### config.mk
export PLATFORM = sky130hd
export DESIGN_NAME = leg_gate_monitor
export DESIGN_NICKNAME = d
export VERILOG_FILES = /design/src/rtl/leg_gate_monitor.sv
export SDC_FILE = /design/constraint.sdc
export NUM_CORES = 1
export LEC_CHECK = 0
export ABC_AREA = 1
export CAP_MARGIN = 20
export CORE_MARGIN = 10
export CORE_UTILIZATION = 45
export CTS_CLUSTER_SIZE = 8
export DETAILED_ROUTE_END_ITERATION = 16
export PLACE_DENSITY = 0.67
export SLEW_MARGIN = 25
export SYNTH_ARGS = -nofsm -noshare
export SYNTH_HDL_FRONTEND = slang
export SYNTH_SLANG_ARGS = --single-unit
export TNS_END_PERCENT = 30
### constraint.sdc
create_clock -name clk -period 1.97 [get_ports clk]
set_input_delay 0.197 -clock clk [delete_from_list [all_inputs] [get_ports clk]]
set_output_delay 0.197 -clock clk [all_outputs]
set_load 0.01 [all_outputs]
### src/rtl/leg_gate_monitor.sv
// Gate read-back monitor for one two-switch leg: decodes applied switch state, measures dead times,
// latches shoot-through / dead-time faults. Optional macro GATE_SYNC_EN adds a 2-flop input synchronizer.
module leg_gate_monitor #(
  parameter int DT_W   = 8,
  parameter int MIN_DT = 10,
  parameter int MAX_DT = 200
) (
  input  logic            clk,
  input  logic            rst,
  input  logic [3:0]      gate,
  input  logic            fault_clr,
  output logic [1:0]      leg_state,
  output logic            leg_valid,
  output logic [DT_W-1:0] dt_meas0,
  output logic            dt_valid0,
  output logic [DT_W-1:0] dt_meas1,
  output logic            dt_valid1,
  output logic            fault,
  output logic [5:0]      fault_code
);

  typedef enum logic [2:0] {
    ST_UNKNOWN = 3'd0,
    ST_ON_LO   = 3'd1,
    ST_ON_HI   = 3'd2,
    ST_DEAD    = 3'd3,
    ST_SHOOT   = 3'd4
  } pair_state_e;

  localparam logic [DT_W-1:0] MAX_C = DT_W'(MAX_DT);
  localparam logic [DT_W-1:0] MIN_C = DT_W'(MIN_DT);
  localparam logic [DT_W-1:0] ONE_C = DT_W'(1);

  function automatic pair_state_e decode_pair(input logic s, input logic ns);
    pair_state_e st;
    case ({s, ns})
      2'b10:   st = ST_ON_HI;
      2'b01:   st = ST_ON_LO;
      2'b00:   st = ST_DEAD;
      default: st = ST_SHOOT;
    endcase
    return st;
  endfunction

  function automatic logic is_on(input pair_state_e st);
    return (st == ST_ON_HI) || (st == ST_ON_LO);
  endfunction

  logic [3:0] g_q;
  logic       g_vld;

`ifdef GATE_SYNC_EN
  logic [3:0] gate_meta;
  logic       meta_vld;

  // Two-flop synchronizer for asynchronous feedback pins; valid flag tracks the fill.
  always_ff @(posedge clk) begin
    if (rst) begin
      gate_meta <= 4'b0000;
      meta_vld  <= 1'b0;
      g_q       <= 4'b0000;
      g_vld     <= 1'b0;
    end else begin
      gate_meta <= gate;
      meta_vld  <= 1'b1;
      g_q       <= gate_meta;
      g_vld     <= meta_vld;
    end
  end
`else
  // Single sample register for on-chip gate nets.
  always_ff @(posedge clk) begin
    if (rst) begin
      g_q   <= 4'b0000;
      g_vld <= 1'b0;
    end else begin
      g_q   <= gate;
      g_vld <= 1'b1;
    end
  end
`endif

  pair_state_e     state_q [2];
  pair_state_e     state_d [2];
  logic [DT_W-1:0] cnt_q   [2];
  logic [DT_W-1:0] cnt_d   [2];
  logic [DT_W-1:0] meas_q  [2];
  logic [DT_W-1:0] meas_d  [2];
  logic [1:0]      strobe_q, strobe_d;
  logic [1:0]      leg_q, leg_d;
  logic            lv_q, lv_d;
  logic [5:0]      code_q, code_d, set_bits;
  logic            fault_q, fault_d;

  // Decode both pairs, run dead-time counters and build fault set bits.
  // The sample-valid flag keeps the reset value of g_q from looking like a real dead interval.
  always_comb begin
    pair_state_e cls;
    state_d  = state_q;
    cnt_d    = cnt_q;
    meas_d   = meas_q;
    strobe_d = 2'b00;
    leg_d    = leg_q;
    set_bits = 6'b000000;
    lv_d     = 1'b0;
    cls      = ST_UNKNOWN;
    if (g_vld) begin
      for (int p = 0; p < 2; p++) begin
        cls        = decode_pair(g_q[p], g_q[p+2]);
        state_d[p] = cls;
        case (cls)
          ST_DEAD: begin
            if (state_q[p] != ST_DEAD) begin
              cnt_d[p] = ONE_C;
            end else if (cnt_q[p] != MAX_C) begin
              cnt_d[p] = cnt_q[p] + ONE_C;
            end else begin
              cnt_d[p] = cnt_q[p];
            end
            if ((cnt_d[p] == MAX_C) && ((state_q[p] != ST_DEAD) || (cnt_q[p] != MAX_C))) begin
              set_bits[3*p+2] = 1'b1;
            end else begin
              set_bits[3*p+2] = 1'b0;
            end
          end
          ST_ON_HI, ST_ON_LO: begin
            leg_d[p] = (cls == ST_ON_HI);
            if (state_q[p] == ST_DEAD) begin
              meas_d[p]       = cnt_q[p];
              strobe_d[p]     = 1'b1;
              set_bits[3*p+1] = (cnt_q[p] < MIN_C);
            end else if (is_on(state_q[p]) && (state_q[p] != cls)) begin
              meas_d[p]       = {DT_W{1'b0}};
              strobe_d[p]     = 1'b1;
              set_bits[3*p+1] = 1'b1;
            end else begin
              strobe_d[p] = 1'b0;
            end
          end
          ST_SHOOT: begin
            set_bits[3*p] = 1'b1;
          end
          default: begin
            state_d[p] = ST_UNKNOWN;
          end
        endcase
      end
      lv_d = is_on(state_d[0]) && is_on(state_d[1]);
    end else begin
      lv_d = 1'b0;
    end
    if (fault_clr) begin
      code_d = set_bits;
    end else begin
      code_d = code_q | set_bits;
    end
    fault_d = |code_d;
  end

  // State, counters and registered outputs.
  always_ff @(posedge clk) begin
    if (rst) begin
      for (int p = 0; p < 2; p++) begin
        state_q[p] <= ST_UNKNOWN;
        cnt_q[p]   <= {DT_W{1'b0}};
        meas_q[p]  <= {DT_W{1'b0}};
      end
      strobe_q <= 2'b00;
      leg_q    <= 2'b00;
      lv_q     <= 1'b0;
      code_q   <= 6'b000000;
      fault_q  <= 1'b0;
    end else begin
      for (int p = 0; p < 2; p++) begin
        state_q[p] <= state_d[p];
        cnt_q[p]   <= cnt_d[p];
        meas_q[p]  <= meas_d[p];
      end
      strobe_q <= strobe_d;
      leg_q    <= leg_d;
      lv_q     <= lv_d;
      code_q   <= code_d;
      fault_q  <= fault_d;
    end
  end

  assign leg_state  = leg_q;
  assign leg_valid  = lv_q;
  assign dt_meas0   = meas_q[0];
  assign dt_valid0  = strobe_q[0];
  assign dt_meas1   = meas_q[1];
  assign dt_valid1  = strobe_q[1];
  assign fault      = fault_q;
  assign fault_code = code_q;

endmodule

==> out/metrics.cfg, run 1 <==
[setup_path]
crit_arrival_ns = 1.99
slowest_delay_ns = 0.40
crit_path_end_kind = flip-flop
crit_type = flip-flop to flip-flop
crit_top_cell = nand2_1
cp-start-kind = flip-flop
cp.buffers_inverters = 2
worstPathCellList = inv_1, ha_1, inv_1, nand2_1, o31ai_1, nand2_1, nand4_1, nand2_1, o21ai_0, nand3_2
crit_slowest_cell = dfxtp_1
cp.required_ns = 2.18
worstPathMaxFanout = 4
cpLargestDelayFamily = simple AND/OR/NAND/NOR gates

[routing]
routedWlPerCell_um = 12.9
dr_total_vias = 2553
drtIter0Drc = 156
via_per_inst = 5.13
drt_wl_total_um = 6410
final_antenna_net_count = 0
drc = 0
drt_pass1_iterations = 5

[yosys]
synth-seq-area-share_pct = 39.0
syn-num-nets = 405
synth_cells = 382
synth_cell_type_count = 33
yosys_warnings = 0
avgSynthCellArea_sq_um = 7.39
synth_area_leader_cell = dfxtp_1
ys_ff_latch = 55
synthTopCellsByArea = dfxtp_1, nand2_1, nand3_1, ha_1, inv_1
synth.top_cell.area_share_pct = 39.0
synth_area_sq_um = 2820

[finish]
final_cell_area_sq_um = 3360
syn_to_final_growth_pct = 19.1
antennaDiodeCount = 0
fillers = 575
drive_above_1_share_pct = 11.8
final_nets = 445

[grt]
grt_overflow_total = 0
grt.total_usage_pct = 13.0
grt_max_degree = 25
grt_pass1_vias = 2334
antenna_found_initial = 0
grt_first_pass_wirelength_um = 11000

[place]
placed_cell_area_sq_um = 3260
gp_congestion = 0.855
hpwl_um = 4780
port_buffers = 34

[sta]
slew_viol_final = 0
period_share_pct = 90.6
grt_setup_unrepaired = false
hold_ws_ns = 0.383
clock_skew_ns = 0.00763
clock.fmax_ghz = 0.561
min_period_ns = 1.78
slew_headroom_pct = 78.1
setup_violations = 0
tightest_slew_ns = 0.327
hold_viol = 0
setup_tns_ns = 0

[die]
io_pins = 35
initial_core_util_pct = 47.1
core_sq_um = 5990
die_x_um = 99.2
rows = 28
die-area_sq_um = 9840
die_height_um = 99.2

[power_and_ir_drop]
p_leak_nw = 1.45
combPwrFrac_pct = 12.6
sw_frac_of_total_pct = 27.7
vdd_drop_max_v = 0.000300
p_per_area_nw_per_um2 = 620
internal_power_mw = 1.51
pwr-share-seq_pct = 57.6
switchingPower_mw = 0.578
power_frac_clock_pct = 29.8
power_mw = 2.08

[clock_network]
htreeDepth = 2
clockRootBuffer = clkbuf_8
insertion_delay_ns = 0.31
clk_pin_slew_ns = 0.10
cts_tree = done
clock_path_buffers = 2
cts_num_sinks = 55
cts_made_buffers = 5
cts_setup_buffers = 0
postCtsResizedCells = 0
cts_hold_buf = 0

[flow_run]
drv_cap = 0

[status]
status = finished clean

[hold_path]
worstHoldPathType = input port to flip-flop

cells in the final DEF (no fill, tap or decap):
| cell type | netlist | layout |
|---|---|---|
| nand2_1 | 71 | 71 |
| dfxtp_1 | 55 | 53 |
| inv_1 | 47 | 47 |
| nand3_1 | 41 | 41 |
| clkdlybuf4s50_1 | 0 | 34 |
| o21ai_0 | 28 | 28 |
| a21oi_1 | 27 | 27 |
| nor2_1 | 23 | 23 |
| ha_1 | 16 | 16 |
| nand4_1 | 14 | 14 |
| buf_4 | 4 | 13 |
| nor2_2 | 7 | 8 |
| nand2_2 | 8 | 7 |
| o31ai_1 | 6 | 6 |
| clkbuf_8 | 0 | 5 |
| o21ai_1 | 3 | 3 |
| nand3_2 | 3 | 3 |
| nor2_4 | 2 | 2 |
| inv_2 | 2 | 2 |
| a21oi_2 | 2 | 2 |
| xnor2_1 | 2 | 2 |
| dfxtp_2 | 0 | 2 |
| nor3_1 | 1 | 1 |
| nand2_4 | 0 | 1 |
| or2_2 | 1 | 1 |
| nor3_2 | 1 | 1 |
| xor2_1 | 1 | 1 |
| o21bai_1 | 1 | 1 |
| nor3b_2 | 1 | 1 |
| nand3b_1 | 1 | 1 |
| o211ai_1 | 1 | 1 |
| a211oi_1 | 1 | 1 |
| o211a_1 | 1 | 1 |
| clkbuf_1 | 4 | 1 |
| clkinv_2 | 0 | 1 |
| clkinvlp_4 | 0 | 1 |
final cells by class:
class                      instances  area [sq um]  share of cell area (%)
clock buffer                       6          72.6                    2.16
clock inverter                     2          12.5                   0.372
inverter                          49           184                    5.47
multi-input combinational        264          1460                    43.3
sequential                        55          1100                    32.8
tap                               75          93.8                    2.79
timing repair buffer              47           438                    13.0
cells in the mapped netlist, drive strengths merged:
library cell,n
nor2,32
nand3b,1
buf,11
ha,16
nor3,2
nor3b,1
o21bai,1
nand4,14
o211ai,1
a211oi,1
nand3,44
o211a,1
o31ai,6
o21ai,31
a21oi,29
clkbuf,4
or2,1
xor2,1
inv,49
xnor2,2
dfxtp,55
nand2,79
final timing paths:
| kind | end | cells past startpoint | slack, ns | start |
|---|---|---|---|---|
| hold reg to reg | dt_meas1[5]$_SDFFE_PP0P_ | 2 | 0.47 | dt_meas1[5]$_SDFFE_PP0P_ |
| setup / recovery | fault$_SDFF_PP0_ | 10 | 0.19 | g_q[0]$_SDFF_PP0_ |
| setup reg to reg | fault$_SDFF_PP0_ | 10 | 0.19 | g_q[0]$_SDFF_PP0_ |
| hold / removal | g_q[3]$_SDFF_PP0_ | 3 | 0.38 | gate[3] |
kinds of logic (layout without fill, tap and decap cells):
kind of cell | Yosys count | count (layout) | share of synthesized area [%]
fa+ha+maj | 16 | 16 | 7.10
buf+inv | 64 | 104 | 9.76
flops | 55 | 55 | 39.0
simple gates | 174 | 175 | 29.5
xor+xnor | 3 | 3 | 0.931
compound gates | 70 | 70 | 13.7
per-stage QoR:
step                util [%]  std cells  worst slack, ns
detailed placement      54.4        489            0.181
finish                  56.1        498            0.186
CTS                     55.9        497            0.163
floorplan                  -        382            0.425
global placement        54.4        489            0.205
global route            56.1        498          0.00695
tightest hold or removal path, stage by stage:
cell and delay [ns]:
clkdlybuf4s50_1 0.39, inv_1 0.05, nor2_1 0.03
sequential cells by signal (all words and copies together) (netlist names):
register	flops
cnt_q	16
dt_meas0	8
dt_meas1	8
fault	1
fault_code	6
g_q	4
g_vld	1
leg_state	2
leg_valid	1
state_q	6
strobe_q	2
per-layer routing:
layer	track usage (%)	share of wire, %	vias up
met1	16.7	48	1151
li1	-	-	1334
met3	3.81	6.2	8
met5	0	0	-
met2	20.2	44	60
met4	4.41	1.5	0
power groups by stage:
stage / logic [mW] / registers, mW / clock network (mW)
2_1_floorplan: 0.181 / 1.21 / 0
3_3_place_gp: 0.255 / 1.22 / 0
3_5_place_dp: 0.259 / 1.23 / 0
4_1_cts: 0.260 / 1.20 / 0.642
5_1_grt: 0.299 / 1.21 / 0.688
6_report: 0.263 / 1.20 / 0.621
No activity file was read; power rests on OpenSTA's default activity.
==> run 2: changes to the inputs <==
Clock period 1.97 ns to 1.87 ns, I/O delays scaled along.
==> out/metrics.cfg, run 2 (synthesis results as in run 1) <==
[place]
port_buffers = 34  ; unchanged
place_ws_ns = 0.0852  ; -0.0961 ns
hpwl_um = 4820  ; +0.81%
gp_congestion = 0.828  ; -3.1%

[clock_network]
clock_path_buffers = 2  ; unchanged
insertion_delay_ns = 0.31  ; about the same
htreeDepth = 2  ; unchanged
cts_tree = done
clk_pin_slew_ns = 0.10  ; about the same
clockRootBuffer = clkbuf_8
cts_made_buffers = 5  ; unchanged
cts_num_sinks = 55  ; unchanged
cts_hold_buf = 0  ; unchanged

[routing]
dr_total_vias = 2543  ; -0.39%
drtIter0Drc = 136  ; -13%
drc = 0  ; unchanged
drt_pass1_iterations = 4  ; -1
via_per_inst = 5.10  ; -0.59%
final_antenna_net_count = 0  ; unchanged
drt_wl_total_um = 6500  ; +1.4%
routedWlPerCell_um = 13.0  ; +1.2%

[die]
core_sq_um = 5990  ; unchanged
die_x_um = 99.2  ; unchanged
initial_core_util_pct = 47.1  ; unchanged
die_height_um = 99.2  ; unchanged
die-area_sq_um = 9840  ; unchanged
rows = 28  ; unchanged
io_pins = 35  ; unchanged

[grt]
grt_first_pass_wirelength_um = 11200  ; +2.2%
antenna_found_initial = 0  ; unchanged
grt_overflow_total = 0  ; unchanged
grt_pass1_vias = 2394  ; +2.6%
grt.total_usage_pct = 13.3  ; +0.31 points
grt_max_degree = 21  ; -16%

[finish]
final_cell_mix = nand2_1, dfxtp_1, inv_1
largest_reg_flops = 16  ; unchanged
top_register = cnt_q
fillers = 571  ; -0.70%
final_nets = 446  ; +0.22%
syn_to_final_growth_pct = 21.6
drive_above_1_share_pct = 13.4  ; +1.6 points
final_common_cell = nand2_1
antennaDiodeCount = 0  ; unchanged

[sta]
fin_ws_ns = 0.153  ; -0.0330 ns
slew_viol_final = 0  ; unchanged
clock_skew_ns = 0.00631  ; -0.00132 ns
setup_tns_ns = 0  ; unchanged
hold_viol = 0  ; unchanged
slew_headroom_pct = 71.7  ; -6.5 points
setup_violations = 0  ; unchanged
clock.fmax_ghz = 0.582  ; +3.9%
grt_setup_unrepaired = false
period_share_pct = 91.8  ; +1.3 points
tightest_slew_ns = 0.424  ; +0.0971 ns
min_period_ns = 1.72  ; -0.0670 ns

[power_and_ir_drop]
vdd_drop_max_v = 0.000407  ; +36%
p_per_area_nw_per_um2 = 724  ; +17%
p_leak_nw = 1.48  ; +1.9%

[setup_path]
cp-start-kind = flip-flop
slowest_delay_ns = 0.35  ; -0.05 ns
crit_start = g_q[1]$_SDFF_PP0_
reg2reg_from = g_q[1]$_SDFF_PP0_
reg2reg_depth = 11  ; +1
r2r_end = fault$_SDFF_PP0_
crit_end = fault$_SDFF_PP0_
crit_arrival_ns = 1.93  ; -0.06 ns
r2r_slack_ns = 0.15  ; -0.03 ns
crit_top_cell = inv_1
worstPathMaxFanout = 4  ; unchanged
crit_type = flip-flop to flip-flop
crit_path_end_kind = flip-flop
worstPathCellList = inv_1, ha_1, inv_1, nand2_1, inv_1, nor3_1, a21oi_2, nand3_1, nand3b_1, o21ai_1, nand3_2
cp.required_ns = 2.08  ; -0.10 ns
crit_slowest_cell = dfxtp_2

[flow_run]
drv_cap = 0  ; unchanged

[status]
status = finished clean

[hold_path]
worstHoldPathType = input port to flip-flop

==> run 2: final cells by class <==
class,instances,area (sq um),share of cell area [%]
clock buffers,5,68.8,2.01
clock inverters,3,67.6,1.97
inverters,49,184,5.36
multi-input cells,264,1460,42.6
flip-flops and latches,55,1110,32.3
well taps,75,93.8,2.74
repair buffers,48,445,13.0
==> run 2: power by group <==
part           total (mW)  internal, mW  leakage [nW]  switching, mW
Combinational       0.279         0.111         0.962          0.168
Sequential           1.27          1.22         0.451         0.0510
Clock               0.937         0.534        0.0644          0.403
==> run 2: how the worst min path moves through the flow <==
stage                                   startpoint                       end  slack (ns)  cells past startpoint
after floorplan                            gate[0]         g_q[0]$_SDFF_PP0_        0.29                      2
after global placement    dt_meas1[3]$_SDFFE_PP0P_  dt_meas1[3]$_SDFFE_PP0P_        0.46                      2
after detailed placement  dt_meas1[0]$_SDFFE_PP0P_  dt_meas1[0]$_SDFFE_PP0P_        0.46                      2
after CTS                                  gate[3]         g_q[3]$_SDFF_PP0_        0.38                      3
after global routing                       gate[2]         g_q[2]$_SDFF_PP0_        0.38                      3
final                                      gate[3]         g_q[3]$_SDFF_PP0_        0.38                      3
==> run 2: stage by stage <==
step / cells / util (%) / cell area [sq um] / power, mW / hold WS, ns
CTS: 498 / 56.9 / 3410 / 2.50 / 0.379
global route: 499 / 57.2 / 3430 / 2.60 / 0.383
finish: 499 / 57.2 / 3430 / 2.48 / 0.376
detailed placement: 490 / 54.6 / 3270 / 1.56 / 0.463
floorplan: 382 / - / 2820 / 1.47 / 0.294
global placement: 490 / 54.6 / 3270 / 1.56 / 0.462
==> run 2: worst max-delay path: cells and delay by family, from the launching register on <==
kind	cells	cell delay [ns]
buffers and inverters	3	0.21
adders and majority gates	1	0.17
AOI/OAI and AO/OA	2	0.28
DFF	1	0.35
and+or+nand+nor	5	0.62
==> run 2: what timing repair did <==
item,CTS,global route
resized for setup,0,10
setup endpoints to repair,0,17
buffers inserted,0,0
==> run 2: per-layer routing <==
layer	GRT usage, %	share of wire [%]	vias up
met3	3.74	6.2	8
li1	-	-	1334
met1	17.6	47	1146
met5	0	0	-
met2	20.2	45	55
met4	4.41	1.3	0
